<file path="src/rtl/dma_pkg.sv">
// rtl/dma_pkg.sv - shared state encoding, register bit indices and defaults for the DMA write sequencer
package dma_pkg;

    typedef enum logic [2:0] {
        ST_IDLE      = 3'd0,
        ST_CHECK     = 3'd1,
        ST_REQ       = 3'd2,
        ST_WAIT_DONE = 3'd3,
        ST_BUF_DONE  = 3'd4
    } dma_state_e;

    localparam int CTRL_DMA_EN    = 0;
    localparam int CTRL_IRQ_EN    = 1;

    localparam int STAT_BUFF_LSB  = 0;
    localparam int STAT_IRQ_PEND  = 3;
    localparam int STAT_BUSY      = 4;
    localparam int STAT_SIZE_ERR  = 5;
    localparam int STAT_COUNT_LSB = 16;

    localparam int DEFAULT_TLP_PAYLOAD_BYTES = 128;

    function automatic logic [20:0] min21(input logic [20:0] a, input logic [20:0] b);
        return (a < b) ? a : b;
    endfunction

endpackage

</file>
<file path="src/rtl/dma_burst_calc.sv">
// rtl/dma_burst_calc.sv - byte length of the next write request
// DMA_WR_4K_SPLIT_EN additionally stops each request at the next 4 KB address boundary.
module dma_burst_calc
    import dma_pkg::*;
#(
    parameter int TLP_PAYLOAD_BYTES = DEFAULT_TLP_PAYLOAD_BYTES
) (
    input  logic [31:0] addr,
    input  logic [20:0] remaining,
    output logic [20:0] len_bytes
);

    localparam logic [20:0] PAYLOAD = 21'(TLP_PAYLOAD_BYTES);

`ifdef DMA_WR_4K_SPLIT_EN
    logic [20:0] to_4k;

    always_comb begin
        to_4k     = 21'd4096 - {9'd0, addr[11:0]};
        len_bytes = min21(min21(remaining, PAYLOAD), to_4k);
    end
`else
    logic unused_addr;

    assign unused_addr = ^addr;
    assign len_bytes   = min21(remaining, PAYLOAD);
`endif

endmodule

</file>
<file path="src/rtl/dma_wr_sequencer.sv">
// rtl/dma_wr_sequencer.sv - splits host buffers into write requests and cycles through NUM_BUFFERS buffers
// Optional DMA_WR_4K_SPLIT_EN (in dma_burst_calc) keeps every request inside one 4 KB page.
module dma_wr_sequencer
    import dma_pkg::*;
#(
    parameter int TLP_PAYLOAD_BYTES = DEFAULT_TLP_PAYLOAD_BYTES,
    parameter int NUM_BUFFERS       = 8
) (
    input  logic        clk,
    input  logic        rst_n,
    input  logic [31:0] control_reg,
    input  logic [20:0] dma_size,
    input  logic [31:0] dma_host_addr,
    input  logic [10:0] fifo_count,
    output logic        tlp_req_valid,
    input  logic        tlp_req_ready,
    output logic [31:0] tlp_req_addr,
    output logic [9:0]  tlp_req_len_dw,
    input  logic        tlp_done,
    output logic        irq_req,
    input  logic        irq_ack,
    output logic [31:0] status_reg
);

    localparam logic [2:0] LAST_BUFF = 3'(NUM_BUFFERS - 1);

    dma_state_e  state_q, state_d;
    logic [20:0] offset_q, offset_d;
    logic [20:0] len_q, len_d;
    logic        req_valid_q, req_valid_d;
    logic [31:0] req_addr_q, req_addr_d;
    logic [9:0]  req_len_dw_q, req_len_dw_d;
    logic [2:0]  curr_buff_q, curr_buff_d;
    logic        irq_pending_q, irq_pending_d;
    logic        size_error_q, size_error_d;
    logic [15:0] buf_count_q, buf_count_d;
    logic        dma_en_prev_q, dma_en_prev_d;

    logic        dma_en, irq_en, dma_en_rise, size_bad;
    logic [31:0] cur_addr;
    logic [20:0] remaining, burst_len, next_offset;
    logic        unused_ctrl;

    assign dma_en      = control_reg[CTRL_DMA_EN];
    assign irq_en      = control_reg[CTRL_IRQ_EN];
    assign unused_ctrl = ^control_reg[31:2];
    assign dma_en_rise = dma_en & ~dma_en_prev_q;
    assign size_bad    = (dma_size == 21'd0) || (dma_size[1:0] != 2'b00);
    assign cur_addr    = dma_host_addr + {11'd0, offset_q};
    assign remaining   = dma_size - offset_q;
    assign next_offset = offset_q + len_q;

    dma_burst_calc #(
        .TLP_PAYLOAD_BYTES(TLP_PAYLOAD_BYTES)
    ) u_burst_calc (
        .addr      (cur_addr),
        .remaining (remaining),
        .len_bytes (burst_len)
    );

    always_comb begin
        state_d       = state_q;
        offset_d      = offset_q;
        len_d         = len_q;
        req_valid_d   = req_valid_q;
        req_addr_d    = req_addr_q;
        req_len_dw_d  = req_len_dw_q;
        curr_buff_d   = curr_buff_q;
        irq_pending_d = irq_pending_q;
        size_error_d  = size_error_q;
        buf_count_d   = buf_count_q;
        dma_en_prev_d = dma_en;

        if (dma_en_rise) size_error_d = 1'b0;
        if (irq_ack)     irq_pending_d = 1'b0;

        case (state_q)
            // A latched size error keeps the engine parked until software re-arms the enable bit.
            ST_IDLE: begin
                if (dma_en && (!size_error_q || dma_en_rise)) begin
                    state_d  = ST_CHECK;
                    offset_d = 21'd0;
                end
            end
            ST_CHECK: begin
                if (!dma_en) begin
                    state_d = ST_IDLE;
                end else if (size_bad) begin
                    size_error_d = 1'b1;
                    state_d      = ST_IDLE;
                end else if ({10'd0, fifo_count} >= (burst_len >> 2)) begin
                    state_d      = ST_REQ;
                    len_d        = burst_len;
                    req_valid_d  = 1'b1;
                    req_addr_d   = cur_addr;
                    req_len_dw_d = burst_len[11:2];
                end
            end
            ST_REQ: begin
                if (tlp_req_ready) begin
                    req_valid_d = 1'b0;
                    state_d     = ST_WAIT_DONE;
                end
            end
            // Enable is deliberately ignored here: an accepted request must be tracked to completion.
            ST_WAIT_DONE: begin
                if (tlp_done) begin
                    offset_d = next_offset;
                    state_d  = (next_offset == dma_size) ? ST_BUF_DONE : ST_CHECK;
                end
            end
            ST_BUF_DONE: begin
                curr_buff_d   = (curr_buff_q == LAST_BUFF) ? 3'd0 : curr_buff_q + 3'd1;
                buf_count_d   = buf_count_q + 16'd1;
                irq_pending_d = 1'b1;
                offset_d      = 21'd0;
                state_d       = dma_en ? ST_CHECK : ST_IDLE;
            end
            default: state_d = ST_IDLE;
        endcase
    end

    always_ff @(posedge clk) begin
        if (!rst_n) begin
            state_q       <= ST_IDLE;
            offset_q      <= 21'd0;
            len_q         <= 21'd0;
            req_valid_q   <= 1'b0;
            req_addr_q    <= 32'd0;
            req_len_dw_q  <= 10'd0;
            curr_buff_q   <= 3'd0;
            irq_pending_q <= 1'b0;
            size_error_q  <= 1'b0;
            buf_count_q   <= 16'd0;
            dma_en_prev_q <= 1'b0;
        end else begin
            state_q       <= state_d;
            offset_q      <= offset_d;
            len_q         <= len_d;
            req_valid_q   <= req_valid_d;
            req_addr_q    <= req_addr_d;
            req_len_dw_q  <= req_len_dw_d;
            curr_buff_q   <= curr_buff_d;
            irq_pending_q <= irq_pending_d;
            size_error_q  <= size_error_d;
            buf_count_q   <= buf_count_d;
            dma_en_prev_q <= dma_en_prev_d;
        end
    end

    assign tlp_req_valid  = req_valid_q;
    assign tlp_req_addr   = req_addr_q;
    assign tlp_req_len_dw = req_len_dw_q;
    assign irq_req        = irq_pending_q & irq_en;

    always_comb begin
        status_reg                           = 32'd0;
        status_reg[STAT_BUFF_LSB +: 3]       = curr_buff_q;
        status_reg[STAT_IRQ_PEND]            = irq_pending_q;
        status_reg[STAT_BUSY]                = (state_q != ST_IDLE);
        status_reg[STAT_SIZE_ERR]            = size_error_q;
        status_reg[STAT_COUNT_LSB +: 16]     = buf_count_q;
    end

endmodule

</file>
<file path="config.mk">
export PLATFORM = sky130hd
export DESIGN_NAME = dma_wr_sequencer
export DESIGN_NICKNAME = d
export VERILOG_FILES = /design/src/rtl/dma_pkg.sv /design/src/rtl/dma_burst_calc.sv /design/src/rtl/dma_wr_sequencer.sv
export SDC_FILE = /design/constraint.sdc
export NUM_CORES = 1
export LEC_CHECK = 0
export ABC_AREA = 1
export BUFFER_PORTS_ARGS = -buffer_cell sky130_fd_sc_hd__buf_2
export CAP_MARGIN = 0
export CORE_MARGIN = 2
export CORE_UTILIZATION = 30
export CTS_BUF_LIST = sky130_fd_sc_hd__clkbuf_8
export CTS_CLUSTER_DIAMETER = 50
export CTS_CLUSTER_SIZE = 8
export DETAILED_ROUTE_END_ITERATION = 10
export GPL_TIMING_DRIVEN = 0
export PLACE_DENSITY = 0.52
export SLEW_MARGIN = 20
export SYNTH_ARGS = -nofsm -noshare
export SYNTH_HDL_FRONTEND = slang
export SYNTH_SLANG_ARGS = --single-unit
</file>
<file path="constraint.sdc">
create_clock -name clk -period 9.4 [get_ports clk]
set_clock_uncertainty 0.2 [all_clocks]
set_input_delay 0.94 -clock clk [delete_from_list [all_inputs] [get_ports clk]]
set_output_delay 0.94 -clock clk [all_outputs]
set_load 0.005 [all_outputs]
</file>
# Word level (Yosys, flattened, before mapping)
# Index checks and enable logic that the tools add are counted.
# word_totals
register_bits	110
elab_cells	75
# classes
addsub	5
reduce_logical	15
n_lt_le_gt_ge	2
muxes	25
n_bitwise	4
n_eq_ne	13
# op_table
cell	n
two-way mux 21 bit	3
case mux 21 bit (3 select lines)	1
adder 32 x 21 -> 32 bit	1
two-way mux 3 bit	8
adder 21 bit	1
equality test 21 bit	1
logical NOT 21 bit	1
< comparator 21 x 8 -> 1 bit (second input constant)	1
subtractor 21 bit	1
greater-or-equal comparator 11 x 19 -> 1 bit	1
adder 16 x 1 -> 16 bit (second input constant)	1
case mux 3 bit (5 select lines)	1
inequality test 2 bit (second input constant)	6
two-way mux 1 bit	11
AND reduction 4 bit	2
equality test 3 x 2 -> 1 bit (second input constant)	2
equality test 3 bit (second input constant)	2
nonzero test 2 bit	3
nonzero test 3 bit	2
AND reduction 5 bit	1
inequality test 4 bit (second input constant)	1
adder 3 x 1 -> 3 bit (second input constant)	1
equality test 3 x 1 -> 1 bit (second input constant)	1
logical NOT 3 bit	1
other kinds (7)	10

# Depth between registers and ports, before layout
# Gate-level depths: netlist (run 1).
# logic_depth
depth_word	8
mapped_depth	30
mapped_depth_nobuf	30

# Hierarchy
# From an unflattened synthesis (run 1), not the netlist that was laid out.
# unflattened
hier_cells	1382
hier_area_um2	8683.3
# by_module_without_submodules
mod	cells_each	area_each_um2	seq_area_each_um2	n_inst
dma_wr_sequencer	1341	8475.6	2001.9	1
dma_burst_calc	41	207.7	0.0	1

# Worst setup path before layout (run 1)
# No wires, ideal clock.
# synth_timing
path_type	input to register
startpoint	in dma_size[0]
endpoint	reg req_addr_q[21] (netlist: tlp_req_addr[21])
setup_time_ns	0.109
n_path_buf	2
t_arrival_ns	4.217
slack_ns	4.874
cell_stages	28
cell_sequence	inv_1 > ha_1 > fa_1 > inv_1 > nand3_1 > o21ai_1 > nand2_1 > nand2_1 > nand2_1 > nand3_1 > nand2_1 > inv_1 > nand4_1 > nor2_1 > nand3_1 > inv_1 > nand2_1 > ha_1 > nand2_1 > o21ai_0 > nand3_1 > nand4_1 > and3_1 > buf_2 > buf_1 > nand3_1 > nand2_1 > inv_1
# synth_via
elab_chain_len	5
word_cells_on_any_way	9
# synth_lines
element	line	source
start: declaration	dma_wr_sequencer.sv:12	input logic [20:0] dma_size,
subtractor 21 bit	dma_wr_sequencer.sv:50	assign remaining = dma_size - offset_q;
< comparator 21 x 8 -> 1 bit	dma_pkg.sv:24	return (a < b) ? a : b;
two-way mux 21 bit	dma_pkg.sv:24	
greater-or-equal comparator 11 x 19 -> 1 bit	dma_wr_sequencer.sv:91	end else if ({10'd0, fifo_count} >= (burst_len >> 2)) begin
AND reduction 4 bit (no source line) (*)	--	
end signal: assignment	dma_wr_sequencer.sv:141	req_addr_q <= req_addr_d;
end: declaration	dma_wr_sequencer.sv:31	logic [31:0] req_addr_q, req_addr_d;
# Every way passes the cells marked *; elsewhere a longest branch is shown, timed or not.
# A chain may end at the register's enable or synchronous reset.

# Worst setup path after layout (run 1)
# layout_timing
startpoint	in dma_size[0]
endpoint	reg req_addr_q[25] (netlist: tlp_req_addr[25])
# The elaborated chain is that of the path after synthesis.

==> run_results.csv, run 1 <==
group,metric,value,unit
global_routing,grt_start_max_net_pins,22,
finish,drive_above_1_share,13.3,%
clock_tree,cts_tree,"done",
clock_tree,postCtsHoldBufs,0,
pwr,p_int,621,uW
drt,via_per_inst,4.74,
critical_path,cp.required,9.51,ns
yosys,syn_inst,1397,
pwr,power_frac_comb,23.8,%
drt,detail_route.wl_per_cell,15.1,um
die,core_region_area,28600,um2
finish,final_core_util,35.3,%
sta,fmax,0.180,GHz
pwr,clkPwrFrac,30.8,%
yosys,avgSynthCellArea,6.22,um2
yosys,syn_area,8690,um2
pwr,p_leak,5.14,nW
clock_tree,cts_max_path_buffers,2,
finish,num_antenna_cells,0,
yosys,yosys.area.top_type,"dfxtp_1",
critical_path,worst-path-buf-inv,8,
global_routing,grt_pass1_wl,45300,um
finish,final_common_cell,"nand2_1",
critical_path,crit_family,"simple AND/OR/NAND/NOR gates",
place,gp_congestion,0.902,
drt,via_count,9219,
clock_tree,cts_buffers,9,
die,start_util,30.4,%
global_routing,antenna_found_initial,0,
die,die_h,174,um
sta,rsz0062_at_grt,"false",
critical_path,critical_path.max_fanout,10,
pwr,switching_share,36.6,%
min_path,hold_start,"len_q[18]",
drt,dr.pass1.iters,5,
clock_tree,cts.sinks,100,
critical_path,r2r-start,"offset_q[0]",
sta,tns,0,ns
drt,ant_nets,0,
critical_path,cp-startpoint,"dma_size[0]",
sta,max-slew-margin-rel,45.1,%
sta,min_period_over_period,59.2,%
sta,fin_crit,5.56,ns
clock_tree,clkSlewWorstSetupHoldPaths,0.11,ns
critical_path,crit_path_start_kind,"input pin",
min_path,hold_class,"reg2reg",
yosys,synth-seq-cells,100,
pwr,seq_power_share,45.4,%
critical_path,slowest_delay,0.61,ns
drt,drt_wl_total,29400,um
critical_path,cpMostUsedCell,"nand2_1",
clock_tree,insertion_delay,0.40,ns
sta,tightestPinTransition,0.824,ns
pwr,switchingPower,358,uW
global_routing,first_global_vias,8355,
pwr,power,978,uW
critical_path,cp.arrival,5.67,ns
sta,setup_violations,0,
critical_path,crit_slowest_cell,"buf_1",
drt,drc,0,
clock_tree,cts.htree.levels,3,
place,port_buffers,135,
yosys,yosys.area.top_type_share,23.0,%
drt,drt_iter0_drc,586,
clock_tree,cts-root-buf,"clkbuf_8",
sta,finalHoldViolCount,0,
pwr,p_per_area,96.8,nW/um2
yosys,synth.distinct_cells,50,
yosys,synthTopCellsByArea,"dfxtp_1 (23%), nand2_1 (16%), ha_1 (11%), inv_1 (8.8%), a21oi_1 (7.4%)",
flow_run,drv_cap,0,
clock_tree,post-cts-setup-buffer-count,0,
finish,fin_area,10100,um2
finish,nets,1735,
clock_tree,ctsResizeCount,0,
global_routing,grt_overflow_total,0,
outcome,status,"complete, no violations",
place,place_area,9900,um2
die,dieArea,30400,um2
sta,maxSlewViolCount,0,
yosys,yosysSeqAreaShare,23.0,%
place,dp_hpwl,24600,um
yosys,ys_warn_count,0,
die,fp-row-count,62,
critical_path,end_kind,"register",
die,die_w,174,um
pwr,ir_drop,62.5,uV
finish,mostFrequentLayoutCells,"nand2_1 (360), inv_1 (204), buf_2 (139), nor2_1 (131), a21oi_1 (128)",
finish,syn2layout_area_growth,16.3,%
die,ios,177,
global_routing,grt_usage,19.0,%
critical_path,timing_worst_setup_path_type,"in2reg",
## power by group through the flow
stage | registers (mW) | logic (mW) | clock network (mW)
2_1_floorplan | 0.452 | 0.149 | 0
3_3_place_gp | 0.454 | 0.233 | 0
3_5_place_dp | 0.454 | 0.234 | 0
4_1_cts | 0.444 | 0.235 | 0.310
5_1_grt | 0.446 | 0.262 | 0.323
6_report | 0.444 | 0.233 | 0.301
## cells by family (layout without fill, tap and decap cells)
| family | count (synthesis) | after routing | share of synthesized area [%] |
|---|---|---|---|
| AO/OA/AOI/OAI | 238 | 238 | 15.0 |
| XOR/XNOR | 42 | 42 | 4.55 |
| adder cells (fa/ha/maj) | 78 | 78 | 11.5 |
| buffers and inverters | 255 | 406 | 12.0 |
| flip-flops | 100 | 100 | 23.0 |
| other | 2 | 15 | 0.0864 |
| AND/OR/NAND/NOR | 682 | 682 | 33.9 |
## cell usage after synthesis, drive strengths merged
cell / number
a211oi: 2
a21boi: 3
a21o: 3
a21oi: 128
a22oi: 1
a311oi: 1
a31o: 2
a31oi: 5
and3: 2
buf: 30
clkbuf: 17
clkinv: 1
conb: 2
dfxtp: 100
fa: 3
ha: 75
inv: 207
nand2: 362
nand3: 108
nand3b: 5
nand4: 26
nor2: 141
nor3: 22
nor3b: 1
nor4: 10
o211a: 1
o211ai: 8
o21a: 6
o21ai: 70
o21ba: 1
o21bai: 5
o221ai: 1
o31ai: 1
or2: 5
xnor2: 13
xnor3: 2
xor2: 27
## tightest hold or removal path, stage by stage (launching register included)
cell	delay [ns]
dfxtp_1	0.33
nand2_1	0.05
nor2_1	0.04
## layer usage
metal | part of all wire (%) | global-route usage (%)
met1 | 48 | 25.9
met2 | 46 | 32.0
met3 | 4.0 | 2.30
met4 | 1.5 | 4.10
met5 | 0 | 0
## final timing paths
check,to,slack (ns),cells past startpoint
setup reg to reg,tlp_req_addr[25],4.19,27
hold reg to reg,len_q[18],0.25,2
setup / recovery,tlp_req_addr[25],3.84,29
hold / removal,len_q[18],0.25,2
## final cells by class
cell class / count / area (um2)
buffer: 47 / 264
timing repair buffer: 135 / 676
clock inverter: 7 / 86.3
clock buffer: 9 / 124
fill: 3227 / 18500
sequential: 100 / 2000
multi-input combinational: 1055 / 5700
inverter: 208 / 781
tap: 384 / 480
## per-stage QoR
stage	worst slack [ns]	hold slack (ns)	instances
2_1_floorplan	4.87	0.219	1410
3_3_place_gp	3.37	0.237	1929
3_5_place_dp	3.32	0.240	1929
4_1_cts	3.74	0.256	1945
5_1_grt	3.42	0.265	1945
6_report	3.84	0.253	1945
## flip-flops by register name (all words and copies together), names as in the netlist
signal	flops
buf_count_q	16
curr_buff_q	3
dma_en_prev_q	1
irq_pending_q	1
len_q	21
offset_q	21
size_error_q	1
state_q	3
tlp_req_addr	32
tlp_req_valid	1
Note: power is estimated with default switching activity, not from simulation.
==> inputs of run 2 (changes only) <==
clock period = 5.2 ns   (was 9.4 ns; I/O delays follow)
==> run_results.csv, run 2 (same netlist as run 1, synthesis figures left out) <==
group,metric,value,unit
global_routing,grt_start_max_net_pins,22,
critical_path,end_kind,"register",
global_routing,antenna_found_initial,0,
flow_run,drv_cap,0,
clock_tree,cts-root-buf,"clkbuf_8",
drt,drc,0,
critical_path,cp.required,5.35,ns
sta,fin_crit,4.78,ns
clock_tree,postCtsHoldBufs,0,
clock_tree,cts_tree,"done",
finish,drive_above_1_share,13.6,%
drt,drt_iter0_drc,631,
place,dp_hpwl,24600,um
finish,nets,1735,
sta,fmax,0.209,GHz
drt,dr.pass1.iters,5,
critical_path,cp.arrival,4.92,ns
drt,detail_route.wl_per_cell,15.1,um
pwr,switching_share,36.6,%
die,die_h,174,um
critical_path,crit_slowest_cell,"fa_1",
critical_path,critical_path.max_fanout,10,
sta,rsz0062_at_grt,"false",
sta,min_period_over_period,91.8,%
global_routing,grtUsageMet2,32.1,%
place,place_area,9900,um2
pwr,seq_power_share,45.3,%
die,die_w,174,um
finish,num_antenna_cells,0,
pwr,ir_drop,114,uV
drt,via_per_inst,4.75,
finish,final_core_util,35.4,%
sta,worst_slack,0.424,ns
die,fp-row-count,62,
critical_path,crit_path_start_kind,"register",
finish,fin_area,10100,um2
place,post-place-ws,-0.459,ns
outcome,status,"complete, no violations",
global_routing,first_global_vias,8358,
drt,drt_wl_total,29400,um
sta,tightestPinTransition,0.777,ns
global_routing,grt_usage,19.0,%
finish,final_common_cell,"nand2_1",
die,dieArea,30400,um2
clock_tree,post-cts-setup-buffer-count,0,
pwr,p_leak,5.16,nW
critical_path,timing_worst_setup_path_type,"reg2reg",
pwr,p_int,1.12,mW
global_routing,grt_use_met1,25.9,%
global_routing,met3_usage,2.30,%
die,core_region_area,28600,um2
min_path,hold_class,"in2reg",
finish,syn2layout_area_growth,16.4,%
critical_path,slowest_delay,0.38,ns
finish,mostFrequentLayoutCells,"nand2_1 (360), inv_1 (204), buf_2 (139), nor2_1 (131), a21oi_1 (128)",
sta,setup_violations,0,
critical_path,cpMostUsedCell,"nand2_1",
clock_tree,cts.sinks,100,
clock_tree,cts.htree.levels,3,
sta,finalHoldViolCount,0,
pwr,clkPwrFrac,30.9,%
place,gp_congestion,0.902,
place,port_buffers,135,
sta,max-slew-margin-rel,48.2,%
pwr,switchingPower,649,uW
pwr,power_frac_comb,23.8,%
die,start_util,30.4,%
clock_tree,insertion_delay,0.40,ns
clock_tree,clkSlewWorstSetupHoldPaths,0.12,ns
clock_tree,cts_buffers,9,
global_routing,grt_pass1_wl,45300,um
drt,ant_nets,0,
finish,largest_reg_flops,32,
sta,maxSlewViolCount,0,
critical_path,reg2reg_slack,0.42,ns
pwr,p_per_area,175,nW/um2
die,ios,177,
global_routing,busiest_layer,"met2",
drt,via_count,9244,
clock_tree,cts_max_path_buffers,2,
sta,fin_hold_ws,0.147,ns
global_routing,grt_overflow_total,0,
-- run 2: worst max-delay path: cells and delay by family, from the launching register on --
family,cells,cell delay (ns)
AND/OR/NAND/NOR,13,1.57
buffers and inverters,7,0.99
adder cells (fa/ha/maj),3,0.93
AO/OA/AOI/OAI,4,0.69
flip-flops,1,0.37
-- run 2: stage by stage --
step	instances	setup TNS (ns)	power [mW]
floorplan	1410	0	1.09
global placement	1929	-9.35	1.24
detailed placement	1929	-12.71	1.24
CTS	1945	0	1.79
global route	1945	0	1.87
finish	1945	0	1.77
-- run 2: final cells by class --
cell class | instances | area [um2]
plain buffers | 47 | 275
clock buffers | 9 | 124
clock inverters | 7 | 86.3
fillers | 3226 | 18500
inverters | 208 | 781
multi-input cells | 1055 | 5700
flip-flops and latches | 100 | 2000
well taps | 384 | 480
repair buffers | 135 | 676
-- run 2: final timing paths --
path	startpoint	end	cells after the start
setup reg to reg	offset_q[0]	tlp_req_addr[19]	27
hold / removal	irq_ack	irq_pending_q	4
hold reg to reg	len_q[18]	len_q[18]	2
setup / recovery	offset_q[0]	tlp_req_addr[19]	27
-- run 2: power by group through the flow --
stage	clock [mW]	combinational (mW)	sequential, mW
4_1_cts	0.561	0.425	0.803
6_report	0.547	0.421	0.803
3_3_place_gp	0	0.421	0.820
2_1_floorplan	0	0.268	0.817
5_1_grt	0.584	0.475	0.806
3_5_place_dp	0	0.423	0.821
-- run 2: timing repair --
action,in CTS,in global routing
resized for setup,2,9
pin swaps,0,0
endpoints found under the setup margin,19,52
-- run 2: layer usage --
metal / part of all wire [%] / wire length (um)
met1: 48 / 14200
met2: 46 / 13600
met5: 0 / 0
met3: 3.7 / 1090
met4: 1.6 / 463
